File: src/rtl/seq_divider_if.sv
// rtl/seq_divider_if.sv - operand/result handshake bundle for the sequential divider
interface seq_divider_if #(
    parameter int width = 5
);
    logic [width-1:0] X;
    logic [width-1:0] Y;
    logic             Go;
    logic             Busy;
    logic             Done;
    logic [width-1:0] Q;
    logic [width-1:0] R;
    logic             DivZero;

    modport master (
        output X, Y, Go,
        input  Busy, Done, Q, R, DivZero
    );

    modport slave (
        input  X, Y, Go,
        output Busy, Done, Q, R, DivZero
    );
endinterface

File: src/rtl/seq_divider.sv
// rtl/seq_divider.sv - multi-cycle unsigned restoring divider, one quotient bit per clock
module seq_divider #(
    parameter int width = 5
) (
    input  logic         clock,
    input  logic         reset,
    seq_divider_if.slave bus
);
    localparam int cnt_w = (width > 2) ? $clog2(width) : 1;

    typedef enum logic [1:0] {
        S_idle = 2'd0,
        S_Div  = 2'd1,
        S_Done = 2'd2
    } state_t;

    state_t state;
    state_t state_next;

    // dq starts as the dividend; quotient bits shift in at the LSB as dividend bits leave the MSB
    logic [width-1:0] dq;
    logic [width-1:0] divisor;
    logic [width-1:0] rem;
    logic [cnt_w-1:0] cnt;

    logic [width:0]   rem_shift;
    logic [width:0]   rem_diff;
    logic             q_bit;
    logic [width-1:0] rem_step;

    // One restoring step: the borrow out of the width+1 bit subtract decides the quotient bit
    always_comb begin
        rem_shift = {rem, dq[width-1]};
        rem_diff  = rem_shift - {1'b0, divisor};
        q_bit     = ~rem_diff[width];
        rem_step  = q_bit ? rem_diff[width-1:0] : rem_shift[width-1:0];
    end

    // State register
    always_ff @(posedge clock) begin
        if (reset) begin
            state <= S_idle;
        end else begin
            state <= state_next;
        end
    end

    // Next-state logic and status outputs
    always_comb begin
        state_next = state;
        bus.Busy   = 1'b0;
        bus.Done   = 1'b0;
        case (state)
            S_idle: begin
                if (bus.Go) begin
                    state_next = (bus.Y == '0) ? S_Done : S_Div;
                end
            end
            S_Div: begin
                bus.Busy = 1'b1;
                if (cnt == '0) begin
                    state_next = S_Done;
                end
            end
            S_Done: begin
                bus.Busy   = 1'b1;
                bus.Done   = 1'b1;
                state_next = S_idle;
            end
            default: begin
                state_next = S_idle;
            end
        endcase
    end

    // Datapath and result registers; results only change on the edge entering S_Done
    always_ff @(posedge clock) begin
        if (reset) begin
            dq          <= '0;
            divisor     <= '0;
            rem         <= '0;
            cnt         <= '0;
            bus.Q       <= '0;
            bus.R       <= '0;
            bus.DivZero <= 1'b0;
        end else begin
            case (state)
                S_idle: begin
                    if (bus.Go) begin
                        if (bus.Y == '0) begin
                            bus.Q       <= '1;
                            bus.R       <= bus.X;
                            bus.DivZero <= 1'b1;
                        end else begin
                            dq      <= bus.X;
                            divisor <= bus.Y;
                            rem     <= '0;
                            cnt     <= cnt_w'(width - 1);
                        end
                    end
                end
                S_Div: begin
                    dq  <= {dq[width-2:0], q_bit};
                    rem <= rem_step;
                    if (cnt == '0) begin
                        bus.Q       <= {dq[width-2:0], q_bit};
                        bus.R       <= rem_step;
                        bus.DivZero <= 1'b0;
                    end else begin
                        cnt <= cnt - 1'b1;
                    end
                end
                default: begin
                end
            endcase
        end
    end
endmodule

File: src/flat_wrapper.sv
// flat-port wrapper written by rule: the top's interface ports become plain ports
module seq_divider_flat 
#(
    parameter int width = 5
)
  (clock, reset, bus_X, bus_Y, bus_Go, bus_Busy, bus_Done, bus_Q, bus_R, bus_DivZero);
  seq_divider_if #(.width(width)) bus_i ();
  input  logic clock;
  input  logic reset;
  input wire logic [$bits(bus_i.X)-1:0] bus_X;
  input wire logic [$bits(bus_i.Y)-1:0] bus_Y;
  input wire logic [$bits(bus_i.Go)-1:0] bus_Go;
  output wire logic [$bits(bus_i.Busy)-1:0] bus_Busy;
  output wire logic [$bits(bus_i.Done)-1:0] bus_Done;
  output wire logic [$bits(bus_i.Q)-1:0] bus_Q;
  output wire logic [$bits(bus_i.R)-1:0] bus_R;
  output wire logic [$bits(bus_i.DivZero)-1:0] bus_DivZero;
  assign bus_i.X = bus_X;
  assign bus_i.Y = bus_Y;
  assign bus_i.Go = bus_Go;
  assign bus_Busy = bus_i.Busy;
  assign bus_Done = bus_i.Done;
  assign bus_Q = bus_i.Q;
  assign bus_R = bus_i.R;
  assign bus_DivZero = bus_i.DivZero;
  seq_divider #(.width(width)) u_core (.clock(clock), .reset(reset), .bus(bus_i));
endmodule
File: config.mk
export PLATFORM = sky130hd
export DESIGN_NAME = seq_divider_flat
export DESIGN_NICKNAME = d
export VERILOG_FILES = /design/src/rtl/seq_divider_if.sv /design/src/rtl/seq_divider.sv /design/src/flat_wrapper.sv
export SDC_FILE = /design/constraint.sdc
export NUM_CORES = 1
export LEC_CHECK = 0
export ABC_AREA = 1
export BUFFER_PORTS_ARGS = -buffer_cell sky130_fd_sc_hd__buf_4
export CAP_MARGIN = 10
export CORE_MARGIN = 2
export CORE_UTILIZATION = 50
export CTS_CLUSTER_SIZE = 10
export DETAILED_ROUTE_END_ITERATION = 6
export GPL_ROUTABILITY_DRIVEN = 1
export PLACE_DENSITY = 0.79
export SYNTH_ARGS = -nofsm -noshare
export SYNTH_HDL_FRONTEND = slang
export SYNTH_SLANG_ARGS = --single-unit
export TNS_END_PERCENT = 1
File: constraint.sdc
create_clock -name clock -period 1.9 [get_ports clock]
set_clock_uncertainty 0.05 [all_clocks]
set_input_delay 0.19 -clock clock [delete_from_list [all_inputs] [get_ports clock]]
set_output_delay 0.19 -clock clock [all_outputs]
set_load 0.03 [all_outputs]
==> results of run 1 <==
-- cell type report --
type / instances / area share
tap: 46 / 0.0276
inverter: 43 / 0.0774
sequential: 31 / 0.298
multi-input combinational: 174 / 0.451
clock inverter: 2 / 0.0168
timing repair buffer: 29 / 0.104
clock buffer: 6 / 0.0246
-- placed cells by master (no fill, tap or decap), types with 5 or more instances in the layout --
cell type,count
nand2_1,42
inv_1,40
nor2_1,32
dfxtp_1,31
buf_4,29
nand3_1,23
a21oi_1,21
o21ai_0,16
nand4_1,10
ha_1,10
o21ai_1,5
clkbuf_4,5
-- cells by family (layout without fill, tap and decap cells) --
family	after synthesis	count (layout)	share of synthesized area
AOI/OAI and AO/OA	45	45	0.142
DFF	31	31	0.349
buffers and inverters	51	80	0.123
and+or+nand+nor	117	117	0.299
xor gates and xnor gates	1	1	0.00493
adders and majority gates	11	11	0.0817
-- power groups by stage --
stage	Combinational (mW)	Sequential (mW)	Clock, mW
CTS	1.91	1.02	0.552
global route	2.20	1.05	0.584
detailed placement	1.90	1.03	0
finish	1.94	1.02	0.538
global placement	1.88	1.02	0
floorplan	1.32	1.18	0
-- metal layers --
| layer | global-route usage | up-vias | wire (um) |
|---|---|---|---|
| met5 | 0 | - | 0 |
| met2 | 0.314 | 45 | 1720 |
| li1 | - | 877 | - |
| met1 | 0.279 | 705 | 1800 |
| met3 | 0.0482 | 8 | 218 |
| met4 | 0.0978 | 0 | 85 |
-- flip-flops by register name (all words and copies together) (netlist names) --
signal,count
u_core.bus.Q,5
u_core.bus.R,5
u_core.divisor,5
u_core.dq,5
u_core.rem,5
u_core.cnt,3
u_core.state,2
u_core.bus.DivZero,1
-- worst max-delay path, stage by stage, from the launching register on --
cell,delay (ns)
dfxtp_1,0.37
inv_1,0.07
ha_1,0.29
nand2_2,0.16
inv_2,0.07
nand2_4,0.10
o21ai_4,0.07
buf_4,0.18
o21ai_0,0.16
inv_1,0.05
nand2_1,0.06
inv_1,0.04
-- through the flow --
step	setup TNS (ns)	power (mW)	instance area, um2
3_3_place_gp	0	2.90	1980
3_5_place_dp	0	2.93	1980
6_report	0	3.50	2080
2_1_floorplan	0	2.51	1780
5_1_grt	-0.0547	3.84	2080
4_1_cts	0	3.48	2070
-- final timing paths --
| path | end | cells past startpoint | start |
|---|---|---|---|
| max | u_core.rem[3] | 11 | u_core.state[0] |
| min | u_core.divisor[0] | 3 | bus_Y[0] |
| max reg2reg | u_core.rem[3] | 11 | u_core.state[0] |
| min reg2reg | u_core.divisor[3] | 2 | u_core.divisor[3] |
-- what timing repair did --
| item | CTS | global route |
|---|---|---|
| setup buffers | 0 | 2 |
| gates resized for setup | 0 | 1 |
| endpoints found under the setup margin | 0 | 14 |
==> reports/results.ini, run 1 <==
[power_and_ir_drop]
p_per_area_nw_per_um2 = 1680
p_int_mw = 1.88
seqPwrFrac = 0.291
p_leak_nw = 1.10
pwr-share-clk = 0.154
ir_drop_mv = 0.808
switching_share = 0.463
power.switching_mw = 1.62
p_comb_frac = 0.555

[global_route]
grt_max_degree = 22
overflow = 0
track_usage = 0.208
grt_pass1_vias = 1499
antenna_found_initial = 0
grt_pass1_wl_um = 6650

[timing]
fmax_mhz = 566
slew_headroom = 0.629
grt_setup_unrepaired = yes
hold_ws_ns = 0.0503
tightest_slew_ns = 0.556
finalHoldViolations = 0
period_needed_ns = 1.77
fin_crit_sh = 0.931
drv_slew = 0
finalSetupViolCount = 0
worst_slack_ns = 0.132

[final_layout]
nFillCells = 324
fin_nets = 308
syn_to_final_growth_pct = 17.3
final-seq-area_um2 = 621
layout-drive-gt1-share = 0.179
multiInputGateArea_um2 = 941
final_cells = 331
fin_util = 0.620
diodes = 0

[clock_network]
clock_latency_ns = 0.33
clk_pin_slew_worst_paths_ns = 0.10
root_buffer = clkbuf_4
cts_tree = built
cts_max_level = 2
clock_tree.buffer_depth = 2
numClockSinks = 31
holdBufCountCts = 0
cts_inserted_buffers = 5

[route]
via_per_inst = 4.94
wl_per_cell_um = 11.5
drt_iter0_markers = 129
remaining_drc_errors = 0
drt_pass1_iterations = 4
wl_um = 3820
ant_nets = 0
dr_total_vias = 1635

[placed_design]
portBuffers = 25
dp_slack_ns = 0.194
routabilityCongestion = 0.872
dp_cells = 321
dp_hpwl_um = 2860

[worst_hold_path]
hold_class = primary input to flip-flop

[yosys]
ys_top_cells_by_count = 43 x nand2_1, 40 x inv_1, 32 x nor2_1
synth_edf_count = 0
synthCells = 256
synthArstFlopShare = 0
yosys.cell_types.count = 25
synth_top_area_cell = dfxtp_1
yosysWarnings = 0
yosysMostFrequentCell = nand2_1
synth_top_area_frac = 0.349
ys_ff_latch = 31
ys_seq_area_frac = 0.349
syn_area_per_cell_um2 = 6.94
synthFlopType = dfxtp_1
synth.area.top_cells = dfxtp_1 35%, nand2_1 9.1%, inv_1 8.5%, ha_1 7.0%, nor2_1 6.8%
synth_nets = 280
syn-cell-area_um2 = 1780

[floorplan]
die_x_um = 63.6
core_um2 = 3360
die_h_um = 63.6
pin_count = 26
start_util = 0.528
fp-row-count = 21
dieArea_um2 = 4050

[setup_path]
reg2reg_slack_ns = 0.13
path_class = flip-flop to flip-flop
startpoint_type = flip-flop
arrival_ns = 1.95
required_ns = 2.08
crit_path_end_kind = flip-flop
path_max_fanout = 14

[job]
max_cap_violations = 0

[outcome]
status = finished clean

Power figures use the tool's default switching activity.
==> run 2: changes to the inputs <==
--- a/config.mk
+++ b/config.mk
@@ -13,6 +13,7 @@
 export CTS_CLUSTER_SIZE = 10
 export DETAILED_ROUTE_END_ITERATION = 6
 export GPL_ROUTABILITY_DRIVEN = 1
+export GPL_TIMING_DRIVEN = 0
 export PLACE_DENSITY = 0.79
 export SYNTH_ARGS = -nofsm -noshare
 export SYNTH_HDL_FRONTEND = slang
==> reports/results.ini, run 2 (synthesis results as in run 1) <==
[setup_path]
path_class = flip-flop to flip-flop
crit_path_end_kind = flip-flop
arrival_ns = 1.94
r2r_end = u_core.bus.R[1]
reg2reg_slack_ns = 0.15
r2r-start = u_core.divisor[4]
path_max_fanout = 5
startpoint_type = flip-flop
required_ns = 2.09
rr_worst_depth = 11

[route]
drt_iter0_markers = 101
drt_pass1_iterations = 4
via_per_inst = 5.11
remaining_drc_errors = 0
ant_nets = 0
wl_per_cell_um = 11.7
wl_um = 3910
dr_total_vias = 1706

[timing]
drv_slew = 0
period_needed_ns = 1.75
fmax_mhz = 572
grt_setup_unrepaired = no
tns_ns = 0
worst_slack_ns = 0.150
finalHoldViolations = 0
finalSetupViolCount = 0
fin_crit_sh = 0.921
slew_headroom = 0.713
tightest_slew_ns = 0.431
hold_ws_ns = 0.0508

[final_layout]
stdcell_area_um2 = 2090
layout-drive-gt1-share = 0.184
diodes = 0
final_cell_mix = 42 x nand2_1, 40 x inv_1, 32 x nor2_1, 31 x dfxtp_1, 28 x buf_4
nFillCells = 319
final_common_cell = nand2_1
syn_to_final_growth_pct = 17.6
fin_nets = 312

[power_and_ir_drop]
seqPwrFrac = 0.297
pwr-share-clk = 0.114
p_comb_frac = 0.589
p_per_area_nw_per_um2 = 1640
p_leak_nw = 1.10
switching_share = 0.485
power.switching_mw = 1.66
power_mw = 3.43
ir_drop_mv = 0.762
p_int_mw = 1.76

[placed_design]
dp_hpwl_um = 2940
dpl_cell_area_um2 = 2020
routabilityCongestion = 0.954
portBuffers = 25
dp_slack_ns = 0.172

[clock_network]
numClockSinks = 31
holdBufCountCts = 0
cts_tree = built
cts_resized = 0
cts_inserted_buffers = 5
cts_setup_buffers = 0
root_buffer = clkbuf_4
clock_latency_ns = 0.33
clk_pin_slew_worst_paths_ns = 0.09
clock_tree.buffer_depth = 2
cts_max_level = 2

[worst_hold_path]
hold_depth = 3
min_from = bus_Y[0]
whs_endpoint = u_core.divisor[0]
hold_class = primary input to flip-flop

[floorplan]
core_um2 = 3360
die_x_um = 63.6
die_h_um = 63.6
start_util = 0.528
fp-row-count = 21
dieArea_um2 = 4050
pin_count = 26

[global_route]
track_usage = 0.213
overflow = 0
grt_pass1_wl_um = 6740
antenna_found_initial = 0
grt_max_degree = 11
grt_pass1_vias = 1606

[outcome]
status = finished clean

[job]
max_cap_violations = 0

-- run 2: cell types whose count changed in the layout (fill, tap and decap cells not counted) --
cell / previous run / this run
nand3_1: 23 / 22
nand3_2: 0 / 1
bufinv_16: 1 / 0
buf_4: 29 / 28
a21oi_2: 0 / 1
a21oi_1: 21 / 20
buf_1: 0 / 1
buf_6: 0 / 2
clkbuf_1: 0 / 2
-- run 2: power by group through the flow --
stage	registers, mW	logic, mW	clock network (mW)
after CTS	1.02	1.98	0.396
after floorplan	1.18	1.32	0
after global placement	1.02	1.94	0
after detailed placement	1.03	1.96	0
final	1.02	2.02	0.390
after global routing	1.05	2.26	0.421
-- run 2: area by class of cell --
class / count / area [um2] / area share
Tap cell: 46 / 57.6 / 0.0275
Multi-Input combinational cell: 174 / 950 / 0.454
Sequential cell: 31 / 621 / 0.297
Inverter: 43 / 161 / 0.0772
Buffer: 8 / 56.3 / 0.0269
Clock inverter: 1 / 5.00 / 0.00240
Timing Repair Buffer: 25 / 188 / 0.0898
Clock buffer: 6 / 51.3 / 0.0246
-- run 2: worst max-delay path by stage --
stage / from / to / slack, ns / depth (start not counted)
3_5_place_dp: u_core.divisor[4] / u_core.bus.R[1] / 0.17 / 8
6_report: u_core.divisor[4] / u_core.bus.R[1] / 0.15 / 11
2_1_floorplan: u_core.state[0] / u_core.bus.DivZero / 0.34 / 9
3_3_place_gp: u_core.state[0] / u_core.bus.R[1] / 0.19 / 12
5_1_grt: u_core.divisor[2] / u_core.bus.R[2] / 0.004 / 11
4_1_cts: u_core.divisor[4] / u_core.bus.R[1] / 0.15 / 8
-- run 2: critical path, cell delays in order (launching register included) --
cell	delay, ns
dfxtp_1	0.35
inv_1	0.06
ha_1	0.35
nand2_1	0.07
inv_1	0.05
nand3_1	0.13
nand2_1	0.14
nand2_1	0.13
nand4_1	0.12
nand3_1	0.11
nand2_1	0.08
inv_1	0.03
-- run 2: metrics by stage --
step	instances	util
finish	334	0.621
global route	334	0.621
CTS	334	0.618
detailed placement	327	0.601
global placement	327	0.601
floorplan	256	-
-- run 2: routing by layer --
layer | track usage | vias up | wire length [um]
li1 | - | 886 | -
met1 | 0.256 | 757 | 1730
met2 | 0.354 | 55 | 1800
met3 | 0.0554 | 8 | 294
met4 | 0.0951 | 0 | 82
met5 | 0 | - | 0
==> run 3: changes to the inputs <==
--- a/config.mk
+++ b/config.mk
@@ -6,14 +6,15 @@
 export NUM_CORES = 1
 export LEC_CHECK = 0
 export ABC_AREA = 1
-export BUFFER_PORTS_ARGS = -buffer_cell sky130_fd_sc_hd__buf_4
+export BUFFER_PORTS_ARGS = -buffer_cell sky130_fd_sc_hd__buf_2
 export CAP_MARGIN = 10
-export CORE_MARGIN = 2
+export CORE_MARGIN = 1
 export CORE_UTILIZATION = 50
 export CTS_CLUSTER_SIZE = 10
 export DETAILED_ROUTE_END_ITERATION = 6
 export GPL_ROUTABILITY_DRIVEN = 1
 export GPL_TIMING_DRIVEN = 0
+export MAX_ROUTING_LAYER = met4
 export PLACE_DENSITY = 0.79
 export SYNTH_ARGS = -nofsm -noshare
 export SYNTH_HDL_FRONTEND = slang
==> reports/results.ini, run 3 (synthesis results as in run 1) <==
[outcome]
status = finished clean

[clock_network]
clock_tree.buffer_depth = 2
cts_tree = built
cts_setup_buffers = 0
cts_max_level = 2
numClockSinks = 31
cts_inserted_buffers = 5
clock_latency_ns = 0.33
clk_pin_slew_worst_paths_ns = 0.10
root_buffer = clkbuf_4
holdBufCountCts = 0

[global_route]
antenna_found_initial = 0
track_usage = 0.241
grt_pass1_vias = 1511
grt_max_degree = 11
grt_pass1_wl_um = 6330
overflow = 0

[placed_design]
dp_hpwl_um = 2940
dpl_cell_area_um2 = 1960
portBuffers = 25
dp_slack_ns = 0.169
routabilityCongestion = 0.981

[floorplan]
core_um2 = 3360
die_h_um = 61.6
start_util = 0.528
dieArea_um2 = 3800
fp-row-count = 21
die_x_um = 61.6
pin_count = 26

[final_layout]
multiInputGateArea_um2 = 952
stdcell_area_um2 = 2030
final_cell_mix = 42 x nand2_1, 40 x inv_1, 32 x nor2_1, 31 x dfxtp_1, 25 x buf_2
fin_nets = 312
layout-drive-gt1-share = 0.188
final_common_cell = nand2_1
diodes = 0
final-seq-area_um2 = 621
nFillCells = 360
syn_to_final_growth_pct = 14.2

[route]
dr_total_vias = 1693
ant_nets = 0
drt_iter0_markers = 76
remaining_drc_errors = 0
drt_pass1_iterations = 4
wl_um = 3910
wl_per_cell_um = 11.7
via_per_inst = 5.07

[worst_hold_path]
min_from = bus_Y[0]
hold_class = primary input to flip-flop

[setup_path]
crit_path_end_kind = flip-flop
reg2reg_slack_ns = 0.18
arrival_ns = 1.91
cp-startpoint = u_core.divisor[4]
startpoint_type = flip-flop
path_max_fanout = 5
required_ns = 2.09
path_class = flip-flop to flip-flop
r2r-start = u_core.divisor[4]

[timing]
tns_ns = 0
finalHoldViolations = 0
drv_slew = 0
finalSetupViolCount = 0
tightest_slew_ns = 0.422
grt_setup_unrepaired = no
fin_crit_sh = 0.906
period_needed_ns = 1.72
slew_headroom = 0.719
worst_slack_ns = 0.178
fmax_mhz = 581

[power_and_ir_drop]
p_leak_nw = 1.08
ir_drop_mv = 0.808
p_per_area_nw_per_um2 = 1650

[job]
max_cap_violations = 0

[run 3: worst paths after layout]
check / endpoint / cells after the start
worst min register to register: u_core.cnt[1] / 2
worst min-delay path: u_core.divisor[0] / 3
worst max-delay path: u_core.rem[1] / 11
worst max register to register: u_core.rem[1] / 11
[run 3: cell type report]
cell class / count / area share
Sequential cell: 31 / 0.306
Inverter: 43 / 0.0795
Multi-Input combinational cell: 174 / 0.469
Timing Repair Buffer: 25 / 0.0617
Clock buffer: 6 / 0.0253
Buffer: 8 / 0.0277
Clock inverter: 1 / 0.00247
Tap cell: 46 / 0.0284
[run 3: timing repair]
item / in CTS / in global routing
setup endpoints to repair: 0 / 10
gates resized for setup: 0 / 4
hold endpoints to repair: 0 / 0
[run 3: layer usage]
| layer | GRT usage | vias up | share of wire |
|---|---|---|---|
| met3 | 0.0588 | 11 | 0.050 |
| met2 | 0.386 | 40 | 0.46 |
| met1 | 0.283 | 756 | 0.47 |
| met4 | 0.114 | 0 | 0.020 |
| li1 | - | 886 | - |
| met5 | - | - | 0 |
[run 3: critical path, cell delays in order, from the launching register on]
cell and delay [ns]:
dfxtp_1 0.34, inv_1 0.05, ha_1 0.34, nand2_1 0.07, inv_1 0.06, nand3_1 0.12
nand2_1 0.13, nand2_1 0.13, nand4_1 0.12, nand3_1 0.12, nand2_1 0.07, inv_1 0.03
[run 3: report_power, final]
group | total (mW) | switching (mW) | internal, mW
logic | 1.95 | 1.29 | 0.658
clock network | 0.394 | 0.223 | 0.171
registers | 1.01 | 0.141 | 0.872
[run 3: through the flow]
stage	utilization	hold WS, ns	std cells	power, mW
final	0.603	0.0512	334	3.36
after global routing	0.603	0.0755	334	3.68
after CTS	0.599	0.0450	334	3.33
after detailed placement	0.583	0.398	327	2.92
after global placement	0.583	0.396	327	2.89
after floorplan	-	0.275	256	2.51
